File: config.mk
export PLATFORM = sky130hd
export DESIGN_NAME = wb_queue_flat
export DESIGN_NICKNAME = d
export VERILOG_FILES = /design/src/rtl/wb_queue_pkg.sv /design/src/rtl/wb_queue_if.sv /design/src/rtl/wb_queue_fifo.sv /design/src/rtl/wb_queue.sv /design/src/flat_wrapper.sv
export SDC_FILE = /design/constraint.sdc
export NUM_CORES = 1
export LEC_CHECK = 0
export CAP_MARGIN = 20
export CORE_MARGIN = 1.5
export CORE_UTILIZATION = 35
export DETAILED_ROUTE_END_ITERATION = 7
export GPL_TIMING_DRIVEN = 1
export PLACE_DENSITY = 0.64
export SYNTH_ARGS = -nofsm -noshare
export SYNTH_HDL_FRONTEND = slang
export SYNTH_SLANG_ARGS = --single-unit
File: constraint.sdc
create_clock -name clock -period 7.5 [get_ports clock]
set_clock_uncertainty 0.2 [all_clocks]
set_input_delay 1.125 -clock clock [delete_from_list [all_inputs] [get_ports clock]]
set_output_delay 1.125 -clock clock [all_outputs]
set_load 0.01 [all_outputs]
File: src/rtl/wb_queue_pkg.sv
// Shared processor constants and the write-queue entry type for the
// register-file writeback path.
package wb_queue_pkg;
  localparam int REG_W     = 5;
  localparam int DATA_W    = 32;
  localparam int DEPTH_DEF = 4;

  typedef struct packed {
    logic [REG_W-1:0]  rd;
    logic [DATA_W-1:0] data;
  } wb_entry_t;
endpackage

File: src/rtl/wb_queue_if.sv
// Writeback-queue bus: ALU and multdiv result inputs, register-file write
// outputs and the pending-write probe.
interface wb_queue_if
  import wb_queue_pkg::*;
#(
  parameter int DEPTH = DEPTH_DEF
) ();
  logic                    alu_valid;
  logic [REG_W-1:0]        alu_reg;
  logic [DATA_W-1:0]       alu_data;
  logic                    md_valid;
  logic [REG_W-1:0]        md_reg;
  logic [DATA_W-1:0]       md_data;
  logic                    md_ready;
  logic [REG_W-1:0]        query_reg;
  logic                    query_busy;
  logic                    ctrl_writeEnable;
  logic [REG_W-1:0]        ctrl_writeReg;
  logic [DATA_W-1:0]       data_writeReg;
  logic [$clog2(DEPTH):0]  fifo_count;

  modport slave (
    input  alu_valid, alu_reg, alu_data, md_valid, md_reg, md_data, query_reg,
    output md_ready, query_busy, ctrl_writeEnable, ctrl_writeReg, data_writeReg,
           fifo_count
  );

  modport master (
    output alu_valid, alu_reg, alu_data, md_valid, md_reg, md_data, query_reg,
    input  md_ready, query_busy, ctrl_writeEnable, ctrl_writeReg, data_writeReg,
           fifo_count
  );
endinterface

File: src/rtl/wb_queue_fifo.sv
// Multdiv write queue: entry storage, wrapping pointers, occupancy count and
// per-entry live bits that an overtaking ALU write can clear.
module wb_fifo
  import wb_queue_pkg::*;
#(
  parameter  int DEPTH = DEPTH_DEF,
  localparam int PTR_W = $clog2(DEPTH),
  localparam int CNT_W = PTR_W + 1
) (
  input  logic             clock,
  input  logic             ctrl_reset,
  input  logic             i_push,
  input  wb_entry_t        i_push_entry,
  input  logic             i_pop,
  input  logic             i_kill,
  input  logic [REG_W-1:0] i_kill_reg,
  input  logic [REG_W-1:0] i_query_reg,
  output wb_entry_t        o_head,
  output logic             o_head_live,
  output logic [CNT_W-1:0] o_count,
  output logic             o_full,
  output logic             o_query_busy
);
  wb_entry_t        r_mem [DEPTH];
  logic [DEPTH-1:0] r_live;
  logic [PTR_W-1:0] r_wr_ptr;
  logic [PTR_W-1:0] r_rd_ptr;
  logic [CNT_W-1:0] r_count;
  logic             w_push_live;

  assign w_push_live = !(i_kill && (i_push_entry.rd == i_kill_reg));

  // NOTE: payload storage is not reset; the live bits alone say which entries matter.
  always_ff @(posedge clock) begin
    if (i_push) r_mem[r_wr_ptr] <= i_push_entry;
  end

  // NOTE: later non-blocking assignments win, so pop/push updates override the kill scan.
  always_ff @(posedge clock or negedge ctrl_reset) begin
    if (!ctrl_reset) begin
      r_live   <= '0;
      r_wr_ptr <= '0;
      r_rd_ptr <= '0;
      r_count  <= '0;
    end else begin
      for (int i = 0; i < DEPTH; i++) begin
        if (i_kill && (r_mem[i].rd == i_kill_reg)) r_live[i] <= 1'b0;
      end
      if (i_pop) begin
        r_live[r_rd_ptr] <= 1'b0;
        r_rd_ptr         <= r_rd_ptr + PTR_W'(1);
      end
      if (i_push) begin
        r_live[r_wr_ptr] <= w_push_live;
        r_wr_ptr         <= r_wr_ptr + PTR_W'(1);
      end
      r_count <= r_count + CNT_W'(i_push) - CNT_W'(i_pop);
    end
  end

  // NOTE: default assigned first so the loop cannot infer a latch.
  always_comb begin
    o_query_busy = 1'b0;
    for (int i = 0; i < DEPTH; i++) begin
      if (r_live[i] && (r_mem[i].rd == i_query_reg)) o_query_busy = 1'b1;
    end
    if (i_query_reg == '0) o_query_busy = 1'b0;
  end

  assign o_head      = r_mem[r_rd_ptr];
  assign o_head_live = r_live[r_rd_ptr];
  assign o_count     = r_count;
  assign o_full      = (r_count == CNT_W'(DEPTH));
endmodule

File: src/rtl/wb_queue.sv
// Register-file writeback arbiter: ALU results issue immediately, multdiv
// results wait in wb_fifo and drain in cycles the ALU leaves free.
module wb_queue
  import wb_queue_pkg::*;
#(
  parameter int DEPTH = DEPTH_DEF
) (
  input  logic       clock,
  input  logic       ctrl_reset,
  wb_queue_if.slave  bus
);
  logic                   w_alu_issue;
  logic                   w_push;
  logic                   w_pop;
  logic                   w_full;
  logic                   w_head_live;
  logic                   w_query_busy;
  wb_entry_t              w_head;
  wb_entry_t              w_md_entry;
  logic [$clog2(DEPTH):0] w_count;

  logic                   r_we;
  logic [REG_W-1:0]       r_wreg;
  logic [DATA_W-1:0]      r_wdata;

  assign w_alu_issue = bus.alu_valid && (bus.alu_reg != '0);
  assign w_push      = bus.md_valid && !w_full && (bus.md_reg != '0);
  assign w_pop       = !w_alu_issue && (w_count != '0);
  assign w_md_entry  = '{rd: bus.md_reg, data: bus.md_data};

  wb_fifo #(.DEPTH(DEPTH)) u_fifo (
    .clock        (clock),
    .ctrl_reset   (ctrl_reset),
    .i_push       (w_push),
    .i_push_entry (w_md_entry),
    .i_pop        (w_pop),
    .i_kill       (w_alu_issue),
    .i_kill_reg   (bus.alu_reg),
    .i_query_reg  (bus.query_reg),
    .o_head       (w_head),
    .o_head_live  (w_head_live),
    .o_count      (w_count),
    .o_full       (w_full),
    .o_query_busy (w_query_busy)
  );

  // A killed head still consumes its pop slot but issues nothing.
  always_ff @(posedge clock or negedge ctrl_reset) begin
    if (!ctrl_reset) begin
      r_we    <= 1'b0;
      r_wreg  <= '0;
      r_wdata <= '0;
    end else if (w_alu_issue) begin
      r_we    <= 1'b1;
      r_wreg  <= bus.alu_reg;
      r_wdata <= bus.alu_data;
    end else if (w_pop && w_head_live) begin
      r_we    <= 1'b1;
      r_wreg  <= w_head.rd;
      r_wdata <= w_head.data;
    end else begin
      r_we    <= 1'b0;
    end
  end

  assign bus.md_ready         = !w_full;
  assign bus.fifo_count       = w_count;
  assign bus.query_busy       = w_query_busy;
  assign bus.ctrl_writeEnable = r_we;
  assign bus.ctrl_writeReg    = r_wreg;
  assign bus.data_writeReg    = r_wdata;
endmodule

File: src/flat_wrapper.sv
// flat-port wrapper written by rule: the top's interface ports become plain ports
module wb_queue_flat import wb_queue_pkg::*;
#(
  parameter int DEPTH = DEPTH_DEF
)
  (clock, ctrl_reset, bus_alu_valid, bus_alu_reg, bus_alu_data, bus_md_valid, bus_md_reg, bus_md_data, bus_query_reg, bus_md_ready, bus_query_busy, bus_ctrl_writeEnable, bus_ctrl_writeReg, bus_data_writeReg, bus_fifo_count);
  wb_queue_if #(.DEPTH(DEPTH)) bus_i ();
  input  logic clock;
  input  logic ctrl_reset;
  input wire logic [$bits(bus_i.alu_valid)-1:0] bus_alu_valid;
  input wire logic [$bits(bus_i.alu_reg)-1:0] bus_alu_reg;
  input wire logic [$bits(bus_i.alu_data)-1:0] bus_alu_data;
  input wire logic [$bits(bus_i.md_valid)-1:0] bus_md_valid;
  input wire logic [$bits(bus_i.md_reg)-1:0] bus_md_reg;
  input wire logic [$bits(bus_i.md_data)-1:0] bus_md_data;
  input wire logic [$bits(bus_i.query_reg)-1:0] bus_query_reg;
  output wire logic [$bits(bus_i.md_ready)-1:0] bus_md_ready;
  output wire logic [$bits(bus_i.query_busy)-1:0] bus_query_busy;
  output wire logic [$bits(bus_i.ctrl_writeEnable)-1:0] bus_ctrl_writeEnable;
  output wire logic [$bits(bus_i.ctrl_writeReg)-1:0] bus_ctrl_writeReg;
  output wire logic [$bits(bus_i.data_writeReg)-1:0] bus_data_writeReg;
  output wire logic [$bits(bus_i.fifo_count)-1:0] bus_fifo_count;
  assign bus_i.alu_valid = bus_alu_valid;
  assign bus_i.alu_reg = bus_alu_reg;
  assign bus_i.alu_data = bus_alu_data;
  assign bus_i.md_valid = bus_md_valid;
  assign bus_i.md_reg = bus_md_reg;
  assign bus_i.md_data = bus_md_data;
  assign bus_i.query_reg = bus_query_reg;
  assign bus_md_ready = bus_i.md_ready;
  assign bus_query_busy = bus_i.query_busy;
  assign bus_ctrl_writeEnable = bus_i.ctrl_writeEnable;
  assign bus_ctrl_writeReg = bus_i.ctrl_writeReg;
  assign bus_data_writeReg = bus_i.data_writeReg;
  assign bus_fifo_count = bus_i.fifo_count;
  wb_queue #(.DEPTH(DEPTH)) u_core (.clock(clock), .ctrl_reset(ctrl_reset), .bus(bus_i));
endmodule
* After elaboration in Yosys (flattened, before gate mapping)
Memories as Yosys holds them, arrays and structs flattened.
Cells that the tools add are included.
** Word-level totals
- Register bits after elaboration :: 49
- Bits of input ports :: 83
- Bits in latches :: 0
- Word-level logic and storage cells :: 78
- Bits in writable memories :: 148
- ROM bits :: 0
- Memories kept :: 1
** Memories
- u_core.u_fifo.r_mem :: depth 4, bits a word 37, rd ports 5, clocked after Yosys merged registers in 0, wr ports 1, RTL line wb_queue_fifo.sv:24 : wb_entry_t r_mem [DEPTH];
** Operators by class
- Reductions and logical operators :: 24
- Divide/modulo/power cells :: 0
- Shift-type cells :: 0
- Equal/unequal tests :: 10
- Multiplexer cells :: 26
- $mul :: 0
- $lt $le $gt $ge :: 4
- Bitwise gates (word level) :: 2
- Add/sub/neg operators :: 4
** Operators with widths (number)
- 32-bit two-way mux :: 2
- 5-bit equality test :: 9
- 1-bit logical AND :: 16
- 1-bit two-way mux :: 16
- 5-bit two-way mux :: 2
- 5-bit nonzero test :: 2
- 4-bit two-way mux :: 2
- 2-bit by 3-bit < comparator with 1-bit output, second input constant :: 2
- 5-bit zero test :: 1
- 2-bit by 1-bit adder with 2-bit output, second input constant :: 2
- 4-bit AND :: 1
- 4-bit bitwise mux :: 1
- 1-bit demux with 2-bit select :: 2
- 2-bit by 1-bit >= comparator with 1-bit output, second input constant :: 2
- 4-bit inverter :: 1
- 3-bit by 1-bit adder with 3-bit output :: 1
- 3-bit equality test, second input constant :: 1
- 1-bit zero test :: 3
- 3-bit nonzero test :: 1
- 3-bit by 1-bit subtractor with 3-bit output :: 1
- 1-bit binary-select mux with 2-bit select :: 1
- 2-bit nonzero test :: 1

* Depth between registers and ports, before layout
- Depth after elaboration :: 9
- Gate-level depth with buffers :: 11
- Gate-level depth less buffers :: 9

* Modules after synthesis
From an unflattened synthesis, not the netlist that was laid out.
** Second synthesis, totals
- Cell total of the unflattened synthesis :: 464
- Area total of the unflattened synthesis :: 8438.1 µm²
** Modules (own cells, without submodules)
- wb_fifo :: cells each 330, area each 6537.5 µm², instances 1
- wb_queue :: cells each 134, area each 1900.6 µm², instances 1

* Worst setup path after synthesis
OpenSTA, ideal clock, no wires.
- Kind :: input to register
- From :: input bus_alu_reg[3]
- To :: register u_core.u_fifo.r_count[2] (netlist: u_core.u_fifo.o_count[2])
- Stages on the path :: 11
- Arrival time :: 3219 ps
- Required time :: 7172 ps
- Slack :: 3953 ps
- Path through :: buf_4 > or4_1 > o21ai_2 > buf_2 > nand2_1 > mux2i_1 > ha_1 > inv_1 > fa_1 > xnor2_1 > xnor2_1
** Between the ends
- Cells in the longest elaborated chain, start to end :: 5
** RTL lines
- start, declared :: RTL line flat_wrapper.sv:11 : input wire logic [$bits(bus_i.alu_reg)-1:0] bus_alu_reg;
- 5-bit nonzero test :: RTL line wb_queue.sv:26 : assign w_alu_issue = bus.alu_valid && (bus.alu_reg != '0);
- 1-bit logical AND :: RTL line wb_queue.sv:26
- 1-bit zero test :: RTL line wb_queue.sv:28 : assign w_pop = !w_alu_issue && (w_count != '0);
- 1-bit logical AND :: RTL line wb_queue.sv:28
- 3-bit by 1-bit subtractor with 3-bit output :: RTL line wb_queue_fifo.sv:57 : r_count <= r_count + CNT_W'(i_push) - CNT_W'(i_pop);
- end signal, assigned :: RTL line wb_queue_fifo.sv:57
- end, declared :: RTL line wb_queue_fifo.sv:28 : logic [CNT_W-1:0] r_count;
No other way between the ends.
A chain may end at the register's enable or synchronous reset.

* Final worst setup path
- From :: input bus_query_reg[0]
- To :: output bus_query_busy
** Between the ends
- Cells in the longest elaborated chain, start to end :: 7
** RTL lines
- start, declared :: RTL line flat_wrapper.sv:16 : input wire logic [$bits(bus_i.query_reg)-1:0] bus_query_reg;
- 5-bit equality test :: RTL line wb_queue_fifo.sv:65 : if (r_live[i] && (r_mem[i].rd == i_query_reg)) o_query_busy = 1'b1;
- 1-bit logical AND :: RTL line wb_queue_fifo.sv:65
- 1-bit two-way mux (4 in series) :: RTL line wb_queue_fifo.sv:65
- 1-bit two-way mux (*) :: RTL line wb_queue_fifo.sv:67 : if (i_query_reg == '0) o_query_busy = 1'b0;
- end, declared :: RTL line flat_wrapper.sv:18 : output wire logic [$bits(bus_i.query_busy)-1:0] bus_query_busy;
Mark *: on every way between the ends. The rest lies on a longest branch, timed or not.

==> results.py <==
metrics = {
    "yosys": {
        "synth_nets": 592,
        "synth-async-reset-ratio_pct": 24.9,
        "synth_area_mm2": 0.00836,
        "syn-instance-count": 499,
        "ys.warnings.count": 0,
        "synth_area_leaders": "edfxtp_1 53%, dfrtp_1 15%, mux4_2 10%",
        "synth-seq-cells": 197,
        "synthTopCellsByCount": "148 x edfxtp_1, 49 x dfrtp_1, 38 x mux4_2",
        "yosysSeqAreaShare_pct": 67.8,
        "yosysTopAreaCell": "edfxtp_1",
        "synth_edf_count": 148,
        "ys_types": 36,
        "syn-mean-instance-area_um2": 16.8,
        "yosysMostFrequentCell": "edfxtp_1",
        "synth_top_cell_area_share_pct": 53.2,
        "ys.flop_type": "edfxtp_1",
    },
    "setup_path": {
        "reg2reg_slack_ns": 4.44,
        "cp-end-kind": "primary output",
        "worstSetupPathType": "in -> out",
        "r2r_end": "u_core.bus.data_writeReg[5]$_DFFE_PN0P_",
        "reg2reg_from": "u_core.u_fifo.r_rd_ptr[0]$_DFFE_PN0P_",
        "cp.arrival_ns": 3.16,
        "startpoint_type": "input pin",
        "cp_max_fo": 5,
        "worstPathRequired_ns": 6.17,
        "ff2ff_path_depth": 4,
    },
    "timing": {
        "worst_pin_slew_ns": 1.01,
        "relSlewSlack_pct": 32.9,
        "hold_viol": 0,
        "maxSlewViolCount": 0,
        "setup_viol": 0,
        "min_period_ns": 4.48,
        "rsz0062_at_grt": "no",
        "fin_tns_setup_ns": 0,
        "max_freq_ghz": 0.223,
        "min_period_over_period_pct": 59.8,
    },
    "clocking": {
        "cts_setup_buffers": 0,
        "post_cts_resized": 0,
        "clk_latency_ns": 0.43,
        "cts_buffer_depth": 2,
        "cts_hold_buf": 0,
        "h-tree-depth": 4,
        "cts-root-buf": "clkbuf_16",
        "cts.sinks": 197,
        "tritoncts": "done",
        "cts_made_buffers": 17,
        "path_clk_slew_ns": 0.07,
    },
    "routing": {
        "wl_um": 18300,
        "drtAntennaViolNets": 0,
        "dr.pass1.iters": 4,
        "drt_iter0_markers": 346,
        "vias_per_cell": 4.88,
        "vias": 4616,
        "route.detailed.wl_per_inst_um": 19.3,
        "drcViolationCount": 0,
    },
    "global_route": {
        "grt_use_total_pct": 15.6,
        "grt_pass1_wl_um": 28000,
        "grt_antenna_before_repair": 0,
        "overflow": 0,
        "grt_pass1_vias": 4923,
        "grt_max_degree": 70,
    },
    "floorplanning": {
        "die_w_um": 158,
        "core_mm2": 0.0235,
        "initial_core_util_pct": 35.6,
        "ios": 126,
        "dieArea_mm2": 0.0248,
        "rows": 56,
        "die_y_um": 158,
    },
    "cells_and_area": {
        "drive_above_1_share_pct": 16.4,
        "fill_cells": 2078,
        "antennaDiodeCount": 0,
        "final-instance-count-excl-fill": 946,
        "area_growth_syn_to_layout_pct": 25.4,
        "layout.nets": 707,
    },
    "flow_run": {
        "cap_violations": 0,
    },
    "placed_design": {
        "gp_congestion": 0.905,
        "post-dp-hpwl_um": 11800,
        "dp.cells": 913,
        "portBuffers": 125,
    },
    "min_path": {
        "hold_path_class": "reg -> reg",
        "hold_depth": 2,
        "min_from": "u_core.bus.data_writeReg[8]$_DFFE_PN0P_",
        "hold-path-endpoint": "u_core.bus.data_writeReg[8]$_DFFE_PN0P_",
    },
    "power": {
        "ir_drop_uv": 169,
        "power.leakage_nw": 3.71,
        "powerDensity_mw_per_mm2": 365,
    },
    "outcome": {
        "status": "completed",
    },
}
[power breakdown]
| part | internal, mW | switching [mW] | total [mW] | leakage (nW) |
|---|---|---|---|---|
| registers | 1.49 | 0.214 | 1.70 | 1.94 |
| clock network | 0.480 | 0.440 | 0.920 | 0.295 |
| logic | 0.629 | 0.572 | 1.20 | 1.47 |
[per-stage QoR]
stage	power [mW]	setup WS, ns	hold slack, ns	utilization, %	area [µm²]
floorplan	2.44	3.95	0.315	-	8360
detailed placement	2.95	2.54	0.275	42.0	9870
global placement	2.91	2.60	0.268	42.0	9870
CTS	3.87	3.00	0.291	44.6	10500
global route	4.04	2.80	0.324	44.7	10500
finish	3.82	3.02	0.287	44.7	10500
[placed cells by master (no fill, tap or decap), drive strengths merged]
cell type      Yosys  routed
bufinv             0       1
o31ai              1       1
or3                2       2
mux2i             35      35
and3               5       5
dfrtp             49      49
xnor2             23      23
o21a               1       1
nand4              1       1
clkbuf            13      17
or3b               1       1
nor2               2       2
o21ai             36      36
or4                3       3
nor4               8       8
a221o              4       4
nand2             43      43
buf               20       5
edfxtp           148     148
inv               10      22
xor2              26      26
nand3             13      13
clkdlybuf4s50      0     124
o22ai              3       3
and2               2       2
fa                 1       1
o311a              1       1
mux4              38      38
ha                 9       9
a21oi              1       1
clkinv             0       2
[state kept, by name, summed over array words and instances (netlist names)]
signal and flops:
u_core.bus.data_writeReg 32, u_core.u_fifo.r_rd_ptr 2, u_core.bus.ctrl_writeEnable 1, u_core.u_fifo.r_live 4, u_core.u_fifo.r_wr_ptr 2, u_core.u_fifo.r_mem 148, u_core.bus.ctrl_writeReg 5, u_core.u_fifo.o_count 3
[worst max path at each step]
stage	end	slack [ns]	from
3_3_place_gp	u_core.bus.data_writeReg[7]$_DFFE_PN0P_	2.60	bus_alu_reg[3]
3_5_place_dp	u_core.bus.data_writeReg[4]$_DFFE_PN0P_	2.54	bus_alu_reg[3]
6_report	bus_query_busy	3.02	bus_query_reg[0]
5_1_grt	u_core.bus.data_writeReg[29]$_DFFE_PN0P_	2.80	bus_alu_reg[3]
2_1_floorplan	u_core.u_fifo.o_count[2]$_DFF_PN0_	3.95	bus_alu_reg[3]
4_1_cts	bus_query_busy	3.00	bus_query_reg[3]
[critical path, stage by stage]
cell and delay [ns]:
clkdlybuf4s50_1 0.56, xor2_1 0.21, nor4_1 0.35, nand3_1 0.12, nand4_1 0.14, o21a_1 0.13, clkdlybuf4s50_1 0.53
[area by class of cell]
class	count	area, µm²	area share (%)
Clock buffer	17	425	4.06
Clock inverter	15	170	1.62
Inverter	10	37.5	0.358
Multi-Input combinational cell	259	2490	23.7
Sequential cell	197	5680	54.1
Tap cell	319	399	3.81
Timing Repair Buffer	129	1290	12.3
[kinds of logic after synthesis]
family	after synthesis	synth area share [%]
adder cells (fa/ha/maj)	10	1.59
AO/OA/AOI/OAI	47	3.67
buffers and inverters	43	2.57
AND/OR/NAND/NOR	80	4.79
multiplexers	73	14.4
flip-flops	197	67.8
XOR/XNOR	49	5.13
[per-layer routing]
layer | wire length, µm | vias up | share of wire [%] | GRT usage [%]
li1 | - | 2130 | - | -
met1 | 7760 | 2317 | 43 | 19.6
met2 | 9210 | 154 | 50 | 26.6
met3 | 1100 | 15 | 6.0 | 3.58
met4 | 176 | 0 | 0.96 | 5.35
met5 | 0 | - | 0 | 0
Power figures use the tool's default switching activity.
